`src/rtl/sysarr_pkg.sv`:
```
// rtl/sysarr_pkg.sv - shared types and helpers for the sparse systolic array FIFO
package sysarr_pkg;

  localparam int DATA_W_DEF = 16;
  localparam int IDX_W_DEF  = 8;

  typedef struct packed {
    logic [DATA_W_DEF-1:0] val;
    logic [IDX_W_DEF-1:0]  ind;
    logic                  last;
  } sparse_entry_t;

  function automatic int occ_width(input int depth);
    return $clog2(depth + 1);
  endfunction

endpackage

```
`src/rtl/sysarr_sparse_fifo_if.sv`:
```
// rtl/sysarr_sparse_fifo_if.sv - flattened per-lane push/pop buses of the sparse FIFO
interface sysarr_sparse_fifo_if
  import sysarr_pkg::*;
#(
  parameter int LANES  = 4,
  parameter int DATA_W = 16,
  parameter int IDX_W  = 8,
  parameter int DEPTH  = 8
);
  localparam int CNT_W = occ_width(DEPTH);

  logic [LANES-1:0]        push_valid;
  logic [LANES-1:0]        push_ready;
  logic [LANES*DATA_W-1:0] push_val;
  logic [LANES*IDX_W-1:0]  push_ind;
  logic [LANES-1:0]        push_last;
  logic [LANES-1:0]        pop_ready;
  logic [LANES-1:0]        pop_valid;
  logic [LANES*DATA_W-1:0] pop_val;
  logic [LANES*IDX_W-1:0]  pop_ind;
  logic [LANES-1:0]        pop_last;
  logic [LANES*CNT_W-1:0]  count;
  logic [LANES*CNT_W-1:0]  rows_avail;

  modport master (
    output push_valid, push_val, push_ind, push_last, pop_ready,
    input  push_ready, pop_valid, pop_val, pop_ind, pop_last, count, rows_avail
  );

  modport slave (
    input  push_valid, push_val, push_ind, push_last, pop_ready,
    output push_ready, pop_valid, pop_val, pop_ind, pop_last, count, rows_avail
  );

endinterface

```
`src/rtl/sysarr_sparse_fifo_lane.sv`:
```
// rtl/sysarr_sparse_fifo_lane.sv - one independent FWFT lane with occupancy, row count and zero skip
module sysarr_sparse_fifo_lane
  import sysarr_pkg::*;
#(
  parameter int DATA_W    = 16,
  parameter int IDX_W     = 8,
  parameter int DEPTH     = 8,
  parameter int SKIP_ZERO = 0,
  parameter int CNT_W     = occ_width(DEPTH)
) (
  input  logic              clk,
  input  logic              nRST,
  input  logic              flush_i,
  input  logic              push_valid_i,
  output logic              push_ready_o,
  input  logic [DATA_W-1:0] push_val_i,
  input  logic [IDX_W-1:0]  push_ind_i,
  input  logic              push_last_i,
  input  logic              pop_ready_i,
  output logic              pop_valid_o,
  output logic [DATA_W-1:0] pop_val_o,
  output logic [IDX_W-1:0]  pop_ind_o,
  output logic              pop_last_o,
  output logic [CNT_W-1:0]  count_o,
  output logic [CNT_W-1:0]  rows_avail_o
);
  localparam int PTR_W = $clog2(DEPTH);

  typedef struct packed {
    logic [DATA_W-1:0] val;
    logic [IDX_W-1:0]  ind;
    logic              last;
  } entry_t;

  entry_t           mem_q [DEPTH];
  entry_t           head;
  logic [PTR_W-1:0] wr_ptr_q, wr_ptr_d, rd_ptr_q, rd_ptr_d;
  logic [CNT_W-1:0] count_q, count_d, rows_q, rows_d;
  logic             push_fire, pop_fire, skip, store;

  assign push_ready_o = (count_q != CNT_W'(DEPTH));
  assign pop_valid_o  = (count_q != '0);
  assign push_fire    = push_valid_i && push_ready_o;
  assign pop_fire     = pop_valid_o && pop_ready_i;
  // Zero non-terminal entries are handshaken but dropped; a zero row-end still marks the boundary.
  assign skip         = (SKIP_ZERO != 0) && (push_val_i == '0) && !push_last_i;
  assign store        = push_fire && !skip;

  assign head         = mem_q[rd_ptr_q];
  assign pop_val_o    = pop_valid_o ? head.val  : '0;
  assign pop_ind_o    = pop_valid_o ? head.ind  : '0;
  assign pop_last_o   = pop_valid_o && head.last;
  assign count_o      = count_q;
  assign rows_avail_o = rows_q;

  always_comb begin
    wr_ptr_d = wr_ptr_q;
    rd_ptr_d = rd_ptr_q;
    count_d  = count_q;
    rows_d   = rows_q;
    if (flush_i) begin
      wr_ptr_d = '0;
      rd_ptr_d = '0;
      count_d  = '0;
      rows_d   = '0;
    end else begin
      if (store)    wr_ptr_d = wr_ptr_q + PTR_W'(1);
      if (pop_fire) rd_ptr_d = rd_ptr_q + PTR_W'(1);
      count_d = count_q + CNT_W'(store) - CNT_W'(pop_fire);
      rows_d  = rows_q + CNT_W'(store && push_last_i) - CNT_W'(pop_fire && head.last);
    end
  end

  always_ff @(posedge clk or negedge nRST) begin
    if (!nRST) begin
      wr_ptr_q <= '0;
      rd_ptr_q <= '0;
      count_q  <= '0;
      rows_q   <= '0;
    end else begin
      wr_ptr_q <= wr_ptr_d;
      rd_ptr_q <= rd_ptr_d;
      count_q  <= count_d;
      rows_q   <= rows_d;
    end
  end

  always_ff @(posedge clk) begin
    if (store && !flush_i) mem_q[wr_ptr_q] <= '{val: push_val_i, ind: push_ind_i, last: push_last_i};
  end

  a_no_overflow: assert property (@(posedge clk) disable iff (!nRST)
    !(store && count_q == CNT_W'(DEPTH)));
  a_no_underflow: assert property (@(posedge clk) disable iff (!nRST)
    !(pop_fire && count_q == '0));

endmodule

```
`src/rtl/sysarr_sparse_fifo.sv`:
```
// rtl/sysarr_sparse_fifo.sv - multi-lane value/index FIFO feeding the sparse systolic array rows
module sysarr_sparse_fifo
  import sysarr_pkg::*;
#(
  parameter int LANES     = 4,
  parameter int DATA_W    = 16,
  parameter int IDX_W     = 8,
  parameter int DEPTH     = 8,
  parameter int SKIP_ZERO = 0
) (
  input logic                clk,
  input logic                nRST,
  input logic                flush,
  sysarr_sparse_fifo_if.slave bus
);
  localparam int CNT_W = occ_width(DEPTH);

  logic [LANES-1:0]  push_ready_w, pop_valid_w, pop_last_w;
  logic [DATA_W-1:0] pop_val_w  [LANES];
  logic [IDX_W-1:0]  pop_ind_w  [LANES];
  logic [CNT_W-1:0]  count_w    [LANES];
  logic [CNT_W-1:0]  rows_w     [LANES];

  for (genvar l = 0; l < LANES; l++) begin : g_lane
    sysarr_sparse_fifo_lane #(
      .DATA_W(DATA_W), .IDX_W(IDX_W), .DEPTH(DEPTH), .SKIP_ZERO(SKIP_ZERO), .CNT_W(CNT_W)
    ) u_lane (
      .clk          (clk),
      .nRST         (nRST),
      .flush_i      (flush),
      .push_valid_i (bus.push_valid[l]),
      .push_ready_o (push_ready_w[l]),
      .push_val_i   (bus.push_val[l*DATA_W +: DATA_W]),
      .push_ind_i   (bus.push_ind[l*IDX_W +: IDX_W]),
      .push_last_i  (bus.push_last[l]),
      .pop_ready_i  (bus.pop_ready[l]),
      .pop_valid_o  (pop_valid_w[l]),
      .pop_val_o    (pop_val_w[l]),
      .pop_ind_o    (pop_ind_w[l]),
      .pop_last_o   (pop_last_w[l]),
      .count_o      (count_w[l]),
      .rows_avail_o (rows_w[l])
    );
  end

  assign bus.push_ready = push_ready_w;
  assign bus.pop_valid  = pop_valid_w;
  assign bus.pop_last   = pop_last_w;

  always_comb begin
    bus.pop_val    = '0;
    bus.pop_ind    = '0;
    bus.count      = '0;
    bus.rows_avail = '0;
    for (int l = 0; l < LANES; l++) begin
      bus.pop_val[l*DATA_W +: DATA_W]   = pop_val_w[l];
      bus.pop_ind[l*IDX_W +: IDX_W]     = pop_ind_w[l];
      bus.count[l*CNT_W +: CNT_W]       = count_w[l];
      bus.rows_avail[l*CNT_W +: CNT_W]  = rows_w[l];
    end
  end

endmodule

```
`src/flat_wrapper.sv`:
```
// flat-port wrapper written by rule: the top's interface ports become plain ports
module sysarr_sparse_fifo_flat import sysarr_pkg::*;
#(
  parameter int LANES     = 4,
  parameter int DATA_W    = 16,
  parameter int IDX_W     = 8,
  parameter int DEPTH     = 8,
  parameter int SKIP_ZERO = 0
)
  (clk, nRST, flush, bus_push_valid, bus_push_val, bus_push_ind, bus_push_last, bus_pop_ready, bus_push_ready, bus_pop_valid, bus_pop_val, bus_pop_ind, bus_pop_last, bus_count, bus_rows_avail);
  sysarr_sparse_fifo_if #(.LANES(LANES), .DATA_W(DATA_W), .IDX_W(IDX_W), .DEPTH(DEPTH)) bus_i ();
  input logic clk;
  input logic nRST;
  input logic flush;
  input wire logic [$bits(bus_i.push_valid)-1:0] bus_push_valid;
  input wire logic [$bits(bus_i.push_val)-1:0] bus_push_val;
  input wire logic [$bits(bus_i.push_ind)-1:0] bus_push_ind;
  input wire logic [$bits(bus_i.push_last)-1:0] bus_push_last;
  input wire logic [$bits(bus_i.pop_ready)-1:0] bus_pop_ready;
  output wire logic [$bits(bus_i.push_ready)-1:0] bus_push_ready;
  output wire logic [$bits(bus_i.pop_valid)-1:0] bus_pop_valid;
  output wire logic [$bits(bus_i.pop_val)-1:0] bus_pop_val;
  output wire logic [$bits(bus_i.pop_ind)-1:0] bus_pop_ind;
  output wire logic [$bits(bus_i.pop_last)-1:0] bus_pop_last;
  output wire logic [$bits(bus_i.count)-1:0] bus_count;
  output wire logic [$bits(bus_i.rows_avail)-1:0] bus_rows_avail;
  assign bus_i.push_valid = bus_push_valid;
  assign bus_i.push_val = bus_push_val;
  assign bus_i.push_ind = bus_push_ind;
  assign bus_i.push_last = bus_push_last;
  assign bus_i.pop_ready = bus_pop_ready;
  assign bus_push_ready = bus_i.push_ready;
  assign bus_pop_valid = bus_i.pop_valid;
  assign bus_pop_val = bus_i.pop_val;
  assign bus_pop_ind = bus_i.pop_ind;
  assign bus_pop_last = bus_i.pop_last;
  assign bus_count = bus_i.count;
  assign bus_rows_avail = bus_i.rows_avail;
  sysarr_sparse_fifo #(.LANES(LANES), .DATA_W(DATA_W), .IDX_W(IDX_W), .DEPTH(DEPTH), .SKIP_ZERO(SKIP_ZERO)) u_core (.clk(clk), .nRST(nRST), .flush(flush), .bus(bus_i));
endmodule
```
`config.mk`:
```
export PLATFORM = sky130hd
export DESIGN_NAME = sysarr_sparse_fifo_flat
export DESIGN_NICKNAME = d
export VERILOG_FILES = /design/src/rtl/sysarr_pkg.sv /design/src/rtl/sysarr_sparse_fifo_if.sv /design/src/rtl/sysarr_sparse_fifo_lane.sv /design/src/rtl/sysarr_sparse_fifo.sv /design/src/flat_wrapper.sv
export SDC_FILE = /design/constraint.sdc
export NUM_CORES = 1
export LEC_CHECK = 0
export CORE_ASPECT_RATIO = 0.9
export CORE_MARGIN = 5
export CORE_UTILIZATION = 54
export CTS_BUF_LIST = sky130_fd_sc_hd__clkbuf_4 sky130_fd_sc_hd__clkbuf_8
export DETAILED_ROUTE_END_ITERATION = 10
export GPL_TIMING_DRIVEN = 0
export PLACE_DENSITY = 0.84
export SYNTH_ARGS = -nofsm -noshare
export SYNTH_HDL_FRONTEND = slang
export SYNTH_SLANG_ARGS = --single-unit
```
`constraint.sdc`:
```
create_clock -name clk -period 8.7 [get_ports clk]
set_input_delay 1.74 -clock clk [delete_from_list [all_inputs] [get_ports clk]]
set_output_delay 1.74 -clock clk [all_outputs]
set_load 0.02 [all_outputs]
```
==> flow_metrics.env, run 1 <==
export IMPL_status="completed"
export IMPL_first_global_vias=19072
export IMPL_powerDensity_mw_per_mm2=280
export IMPL_rows=87
export IMPL_worstRegToRegCells=7
export IMPL_hold_path_class="register to register"
export IMPL_hold_ws_ns=0.595
export IMPL_async_reset_ff_frac=0.0654
export IMPL_initial_utilization=0.543
export IMPL_synthesis_instances=1621
export IMPL_cp_cell_sequence="inv_1 > ha_1 > nor3b_4 > nor2_1 > clkbuf_1 > a22o_1 > clkdlybuf4s50_1"
export IMPL_synth_edf_count=800
export IMPL_totalWireLength_um=76900
export IMPL_syn_to_final_growth_pct=20.4
export IMPL_use_met3=0.0669
export IMPL_netlist_top_cells_count="800 x edfxtp_1, 192 x mux4_2, 100 x a22o_1"
export IMPL_io_buffers=250
export IMPL_die_w_um=274
export IMPL_grt_pass1_wl_um=116000
export IMPL_drt_initial_drc_count=1541
export IMPL_crit_path_max_incr_delay_ns=0.66
export IMPL_nNetsFinal=2221
export IMPL_max_slew_worst_pin_slew_ns=1.13
export IMPL_cts_repair_resized=0
export IMPL_ys_seq_elements=856
export IMPL_route_vias_total=17874
export IMPL_syn_area_per_cell_um2=20.9
export IMPL_required_ns=6.96
export IMPL_whs_path_depth=2
export IMPL_cp_start_kind="register"
export IMPL_finalSetupTns_ns=0
export IMPL_synth_main_ff_cell="edfxtp_1"
export IMPL_hold_viol=0
export IMPL_synth_top_area_cell="edfxtp_1"
export IMPL_synth_nets=1784
export IMPL_die_h_um=248
export IMPL_clkLatencyLatePin_ns=0.76
export IMPL_end_kind="primary output"
export IMPL_ant_nets=0
export IMPL_grt_busiest_layer="met2"
export IMPL_cts_root_buf="clkbuf_8"
export IMPL_place_detailed_hpwl_um=50600
export IMPL_clk_pin_slew_ns=0.06
export IMPL_avgRoutedWirePerCell_um=25.5
export IMPL_boundaryPins=251
export IMPL_drv_slew=0
export IMPL_netlist_area_leader_share=0.708
export IMPL_grt_max_degree=35
export IMPL_max_clock_path_buffers=3
export IMPL_grt_usage=0.229
export IMPL_drive_gt1_frac=0.267
export IMPL_slew_headroom=0.242
export IMPL_gp_congestion=0.770
export IMPL_die_area_mm2=0.0680
export IMPL_clock_skew_final_ns=0.0365
export IMPL_cts_buffers_inserted=136
export IMPL_max_cap_viol_count=0
export IMPL_setup_violations=0
export IMPL_crit_buf_inv=3
export IMPL_cts_hold_buf=0
export IMPL_post_cts_setup_buffers=0
export IMPL_ys_seq_area_frac=0.749
export IMPL_ir_drop_mv=0.210
export IMPL_rsz0062_at_grt="no"
export IMPL_cts_tree="done"
export IMPL_maxClockFrequency_ghz=0.189
export IMPL_finalPower_mw=11.5
export IMPL_core_area_mm2=0.0625
export IMPL_critPathArrivalTime_ns=3.56
export IMPL_grt_overflow=0
export IMPL_gr_usage_met2=0.377
export IMPL_cts_sinks=856
export IMPL_yosysMostFrequentCell="edfxtp_1"
export IMPL_path_class="register to primary output"
export IMPL_period_needed_ns=5.30
export IMPL_power_leakage_nw=13.7
export IMPL_routed_via_density=5.92
export IMPL_ys_types=37
export IMPL_crit_path_max_fanout=10
export IMPL_cp_slowest_cell="clkdlybuf4s50_1"
export IMPL_htreeDepth=4
export IMPL_antenna_found_initial=10
export IMPL_finalCritPeriodShare=0.610
export IMPL_yosysWarnings=0
export IMPL_first_pass_iters=7
export IMPL_drc=0
export IMPL_synthTopCellsByArea="edfxtp_1 71%, mux4_2 13%, dfrtp_1 4.1%, a22o_1 2.6%, ha_1 1.6%"
export IMPL_synth_cell_area_mm2=0.0339
export IMPL_crit_cells=7
export IMPL_use_met1=0.298
export IMPL_cp_top_family="buffers and inverters"
-- final timing paths --
path,start,end,slack (ns)
setup / recovery,u_core.g_lane[3].u_lane.count_o[2],bus_pop_ind[27],3.40
hold / removal,u_core.g_lane[1].u_lane.wr_ptr_q[0],u_core.g_lane[1].u_lane.wr_ptr_q[0],0.59
setup reg to reg,u_core.g_lane[1].u_lane.count_o[2],u_core.g_lane[1].u_lane.mem_q[0][5],5.73
hold reg to reg,u_core.g_lane[1].u_lane.wr_ptr_q[0],u_core.g_lane[1].u_lane.wr_ptr_q[0],0.59
max in group asynchronous,nRST,u_core.g_lane[1].u_lane.rd_ptr_q[2],7.07
min in group asynchronous,nRST,u_core.g_lane[1].u_lane.rows_avail_o[3],1.00
-- area by class of cell --
cell class / count / area, um2
clock inverter: 52 / 303
antenna: 9 / 22.5
sequential: 856 / 25400
timing repair buffer: 299 / 3010
clock buffer: 193 / 2340
tap: 845 / 1060
fill: 3965 / 21600
multi-input combinational: 632 / 7950
buffer: 89 / 627
inverter: 44 / 165
-- cell usage in the layout (no fill, tap or decap), drive strengths merged, types with 9 or more instances in the layout --
cell type,n
inv,51
nor2b,32
nand2b,16
nor3,14
ha,44
edfxtp,800
clkbuf,212
nor2,48
diode,9
a22o,100
mux2,20
nand3,24
mux4,192
o21ai,20
dfrtp,56
clkdlybuf4s50,249
nand2,16
clkinv,39
a21oi,24
buf,120
-- where the power goes --
part / switching (mW) / leakage (nW) / internal, mW / total [mW]
clock network: 1.54 / 1.38 / 1.77 / 3.31
registers: 0.104 / 7.97 / 4.68 / 4.79
logic: 1.76 / 4.31 / 1.60 / 3.37
-- state kept, by name, indices dropped and copies added, names as in the netlist --
signal                             flops
u_core.g_lane.u_lane.mem_q           800
u_core.g_lane.u_lane.count_o          16
u_core.g_lane.u_lane.rows_avail_o     16
u_core.g_lane.u_lane.rd_ptr_q         12
u_core.g_lane.u_lane.wr_ptr_q         12
-- cell families (layout without fill, tap and decap cells) --
logic type,after synthesis,after routing,synth area share
AOI/OAI and AO/OA,160,160,0.0361
adders and majority gates,52,52,0.0209
and+or+nand+nor,184,184,0.0302
xor gates and xnor gates,16,16,0.00413
DFF,856,856,0.749
buffers and inverters,133,677,0.0233
muxes,220,220,0.136
other,0,9,0
-- routing by layer --
metal	vias up	share of wire	routed length [um]
li1	7599	-	-
met4	6	0.028	2140
met5	-	0.00061	47
met2	811	0.51	38900
met1	9294	0.38	29400
met3	164	0.083	6390
-- worst reg2reg max path: cells and delay by family (launching register included) --
| family | cells | cell delay (ns) |
|---|---|---|
| adder cells (fa/ha/maj) | 1 | 0.21 |
| buffers and inverters | 3 | 0.54 |
| flip-flops | 1 | 0.35 |
| AND/OR/NAND/NOR | 3 | 1.58 |
-- metrics by stage --
step                      worst slack [ns]  utilization  cells  instance area (um2)
after floorplan                       3.37            -   1621                33900
after global placement              0.0202        0.600   2716                37500
after detailed placement              3.79        0.612   2765                38200
after CTS                             3.35        0.654   3010                40900
after global routing                  3.26        0.654   3016                40900
final                                 3.40        0.654   3019                40900
Note: power is estimated with default switching activity, not from simulation.
==> run 2: changes to the inputs <==
clock period = 5.35 ns   (was 8.7 ns; I/O delays follow)
==> results of run 2 <==
The final DEF is identical to that of run 1. Status: completed.
Main changes from that run: setup slack after placement 3.79 ns -> 1.11 ns; setup slack after layout 3.40 ns -> 0.715 ns; hold slack 0.595 ns -> 0.334 ns; register-to-register setup slack 5.73 ns -> 2.38 ns; total power 11.5 mW -> 18.6 mW; worst IR drop on VDD 0.210 mV -> 0.342 mV
==> run 3: changes to the inputs <==
SYNTH_HIERARCHICAL = 1   (was not set)
==> run 3 against run 2 <==
Sequential power hardly changed. Largest cell class unchanged. Worst setup slack got worse by 0.059 ns. Critical path type unchanged. Fmax fell by 1.3%. Global-route usage fell by 0.98 points. Worst hold slack better by 0.087 ns. Combinational power decreased by 2%.
==> flow_metrics.env, run 3 <==
export IMPL_synthTopCellsByArea="edfxtp_1 71%, mux4_2 13%, dfrtp_1 4.1%, a22o_1 2.6%, ha_1 1.6%"
export IMPL_rows=87
export IMPL_max_cap_viol_count=0
export IMPL_slew_headroom=0.197
export IMPL_period_needed_ns=4.69
export IMPL_totalWireLength_um=74200
export IMPL_hold_path_class="input pin to async pin"
export IMPL_cts_tree="done"
export IMPL_layout_setup_ws_ns=0.656
export IMPL_end_kind="primary output"
export IMPL_powerDensity_mw_per_mm2=451
export IMPL_switching_power_mw=5.44
export IMPL_route_vias_total=17795
export IMPL_die_area_mm2=0.0679
export IMPL_reg2reg_from="u_core/g_lane[1].u_lane/count_o[2]"
export IMPL_die_h_um=248
export IMPL_post_cts_setup_buffers=0
export IMPL_synth_cell_area_mm2=0.0339
export IMPL_cp_start_kind="register"
export IMPL_preCtsSetupSlack_ns=0.580
export IMPL_initial_utilization=0.543
export IMPL_cts_hold_buf=0
export IMPL_finalCritPeriodShare=0.877
export IMPL_synth_edf_count=800
export IMPL_fillCellCount=3949
export IMPL_cp_top_family="buffers and inverters"
export IMPL_die_w_um=274
export IMPL_core_area_mm2=0.0625
export IMPL_p_comb_frac=0.290
export IMPL_crit_path_max_incr_delay_ns=0.65
export IMPL_place_detailed_hpwl_um=49300
export IMPL_p_seq_frac=0.422
export IMPL_ys_seq_elements=856
export IMPL_crit_buf_inv=3
export IMPL_cts_root_buf="clkbuf_8"
export IMPL_maxClockFrequency_ghz=0.213
export IMPL_hold_viol=0
export IMPL_ir_drop_mv=0.333
export IMPL_htreeDepth=4
export IMPL_synth_top_area_cell="edfxtp_1"
export IMPL_netlist_top_cells_count="800 x edfxtp_1, 192 x mux4_2, 100 x a22o_1"
export IMPL_rsz0062_at_grt="no"
export IMPL_drive_gt1_frac=0.268
export IMPL_cts_buffers_inserted=134
export IMPL_crit_path_max_fanout=10
export IMPL_async_reset_ff_frac=0.0654
export IMPL_clk_pin_slew_ns=0.06
export IMPL_cts_sinks=856
export IMPL_yosysWarnings=6
export IMPL_largest_register_ffs=800
export IMPL_antenna_found_initial=5
export IMPL_synth_nets=1771
export IMPL_avgRoutedWirePerCell_um=24.6
export IMPL_grt_usage=0.220
export IMPL_finalSetupTns_ns=0
export IMPL_max_clock_path_buffers=3
export IMPL_gp_congestion=0.758
export IMPL_mostFrequentLayoutCell="edfxtp_1"
export IMPL_critPathArrivalTime_ns=3.62
export IMPL_status="completed"
export IMPL_required_ns=4.28
export IMPL_ys_seq_area_frac=0.750
export IMPL_internal_power_mw=13.0
export IMPL_clock_skew_final_ns=0.0414
export IMPL_clkLatencyLatePin_ns=0.76
export IMPL_grt_max_degree=57
export IMPL_routed_via_density=5.90
export IMPL_yosysMostFrequentCell="edfxtp_1"
export IMPL_top_register="u_core/g_lane.u_lane/mem_q"
export IMPL_first_global_vias=18956
export IMPL_nNetsFinal=2229
export IMPL_netlist_area_leader_share=0.709
export IMPL_grt_overflow=0
export IMPL_reg2reg_to="u_core/g_lane[1].u_lane/mem_q[4][11]"
export IMPL_p_clk_frac=0.288
export IMPL_worstRegToRegCells=10
export IMPL_io_buffers=250
export IMPL_synth_main_ff_cell="edfxtp_1"
export IMPL_syn_to_final_growth_pct=20.6
export IMPL_ant_nets=0
export IMPL_drc=0
export IMPL_max_slew_worst_pin_slew_ns=1.20
export IMPL_cp_slowest_cell="clkdlybuf4s50_1"
export IMPL_power_leakage_nw=13.7
export IMPL_p_sw_frac=0.295
export IMPL_grt_pass1_wl_um=112000
export IMPL_synthesis_instances=1608
export IMPL_cts_repair_resized=0
export IMPL_setup_violations=0
export IMPL_ys_types=38
export IMPL_r2r_setup_slack_ns=2.11
export IMPL_drv_slew=0
export IMPL_drt_initial_drc_count=1588
export IMPL_cp_cell_sequence="inv_1 > ha_1 > nor3b_4 > nor2_1 > clkbuf_1 > a22o_1 > clkdlybuf4s50_1"
export IMPL_path_class="register to primary output"
export IMPL_syn_area_per_cell_um2=21.1
export IMPL_first_pass_iters=5
export IMPL_boundaryPins=251
export IMPL_final_cell_mix="800 x edfxtp_1, 249 x clkdlybuf4s50_1, 192 x mux4_2"
==> run 3: per-stage QoR <==
| stage | total power [mW] | std cells | util | hold WS [ns] | instance area [um2] |
|---|---|---|---|---|---|
| after floorplan | 11.1 | 1608 | - | 0.592 | 33900 |
| after global placement | 13.1 | 2703 | 0.600 | 0.602 | 37500 |
| after detailed placement | 13.3 | 2775 | 0.613 | 0.632 | 38300 |
| after CTS | 18.6 | 3010 | 0.654 | 0.364 | 40900 |
| after global routing | 19.3 | 3013 | 0.654 | 0.412 | 40900 |
| final | 18.5 | 3014 | 0.655 | 0.422 | 40900 |
==> run 3: cells by family after synthesis <==
logic type / Yosys count / synth area share
DFF: 856 / 0.750
muxes: 220 / 0.137
and+or+nand+nor: 184 / 0.0308
AOI/OAI and AO/OA: 160 / 0.0362
buffers and inverters: 120 / 0.0214
adders and majority gates: 52 / 0.0210
xor gates and xnor gates: 16 / 0.00413
==> run 3: worst reg2reg max path, delay by kind of cell (launching register included) <==
family	cells	cell delay (ns)
adder cells (fa/ha/maj)	1	0.21
flip-flops	1	0.41
buffers and inverters	6	1.09
AND/OR/NAND/NOR	3	1.23
==> run 3: metal layers <==
layer / GRT usage / share of wire / vias to the layer above
met1: 0.287 / 0.38 / 9301
met4: 0.0742 / 0.023 / 4
li1: - / - / 7586
met5: 0 / 0.00036 / -
met3: 0.0535 / 0.073 / 138
met2: 0.368 / 0.52 / 766
==> run 3: power by group through the flow <==
stage | registers (mW) | clock network (mW) | logic (mW)
2_1_floorplan | 7.99 | 0 | 3.13
3_3_place_gp | 7.92 | 0 | 5.19
3_5_place_dp | 7.93 | 0 | 5.37
4_1_cts | 7.79 | 5.44 | 5.41
5_1_grt | 7.81 | 5.77 | 5.70
6_report | 7.79 | 5.31 | 5.36
==> run 3: worst max path at each step <==
stage | from | cells past startpoint | end | slack [ns]
3_3_place_gp | flush | 3 | u_core/g_lane[1].u_lane/mem_q[0][19] | -3.01
2_1_floorplan | flush | 2 | u_core/g_lane[0].u_lane/mem_q[0][0] | 0.88
4_1_cts | u_core/g_lane[1].u_lane/count_o[2] | 7 | bus_pop_ind[12] | 0.63
3_5_place_dp | flush | 6 | u_core/g_lane[1].u_lane/mem_q[1][17] | 0.58
5_1_grt | u_core/g_lane[2].u_lane/count_o[2] | 7 | bus_pop_ind[19] | 0.52
6_report | u_core/g_lane[1].u_lane/count_o[2] | 7 | bus_pop_ind[12] | 0.66
==> run 3: layout make-up <==
cell class / count / area (um2) / share of cell area
Tap cell: 845 / 1060 / 0.0259
Timing Repair Buffer: 322 / 3120 / 0.0763
Antenna cell: 4 / 10.0 / 0.000245
Multi-Input combinational cell: 632 / 7960 / 0.195
Clock inverter: 51 / 335 / 0.00820
Buffer: 76 / 561 / 0.0137
Sequential cell: 856 / 25400 / 0.622
Clock buffer: 184 / 2260 / 0.0553
Inverter: 44 / 165 / 0.00404
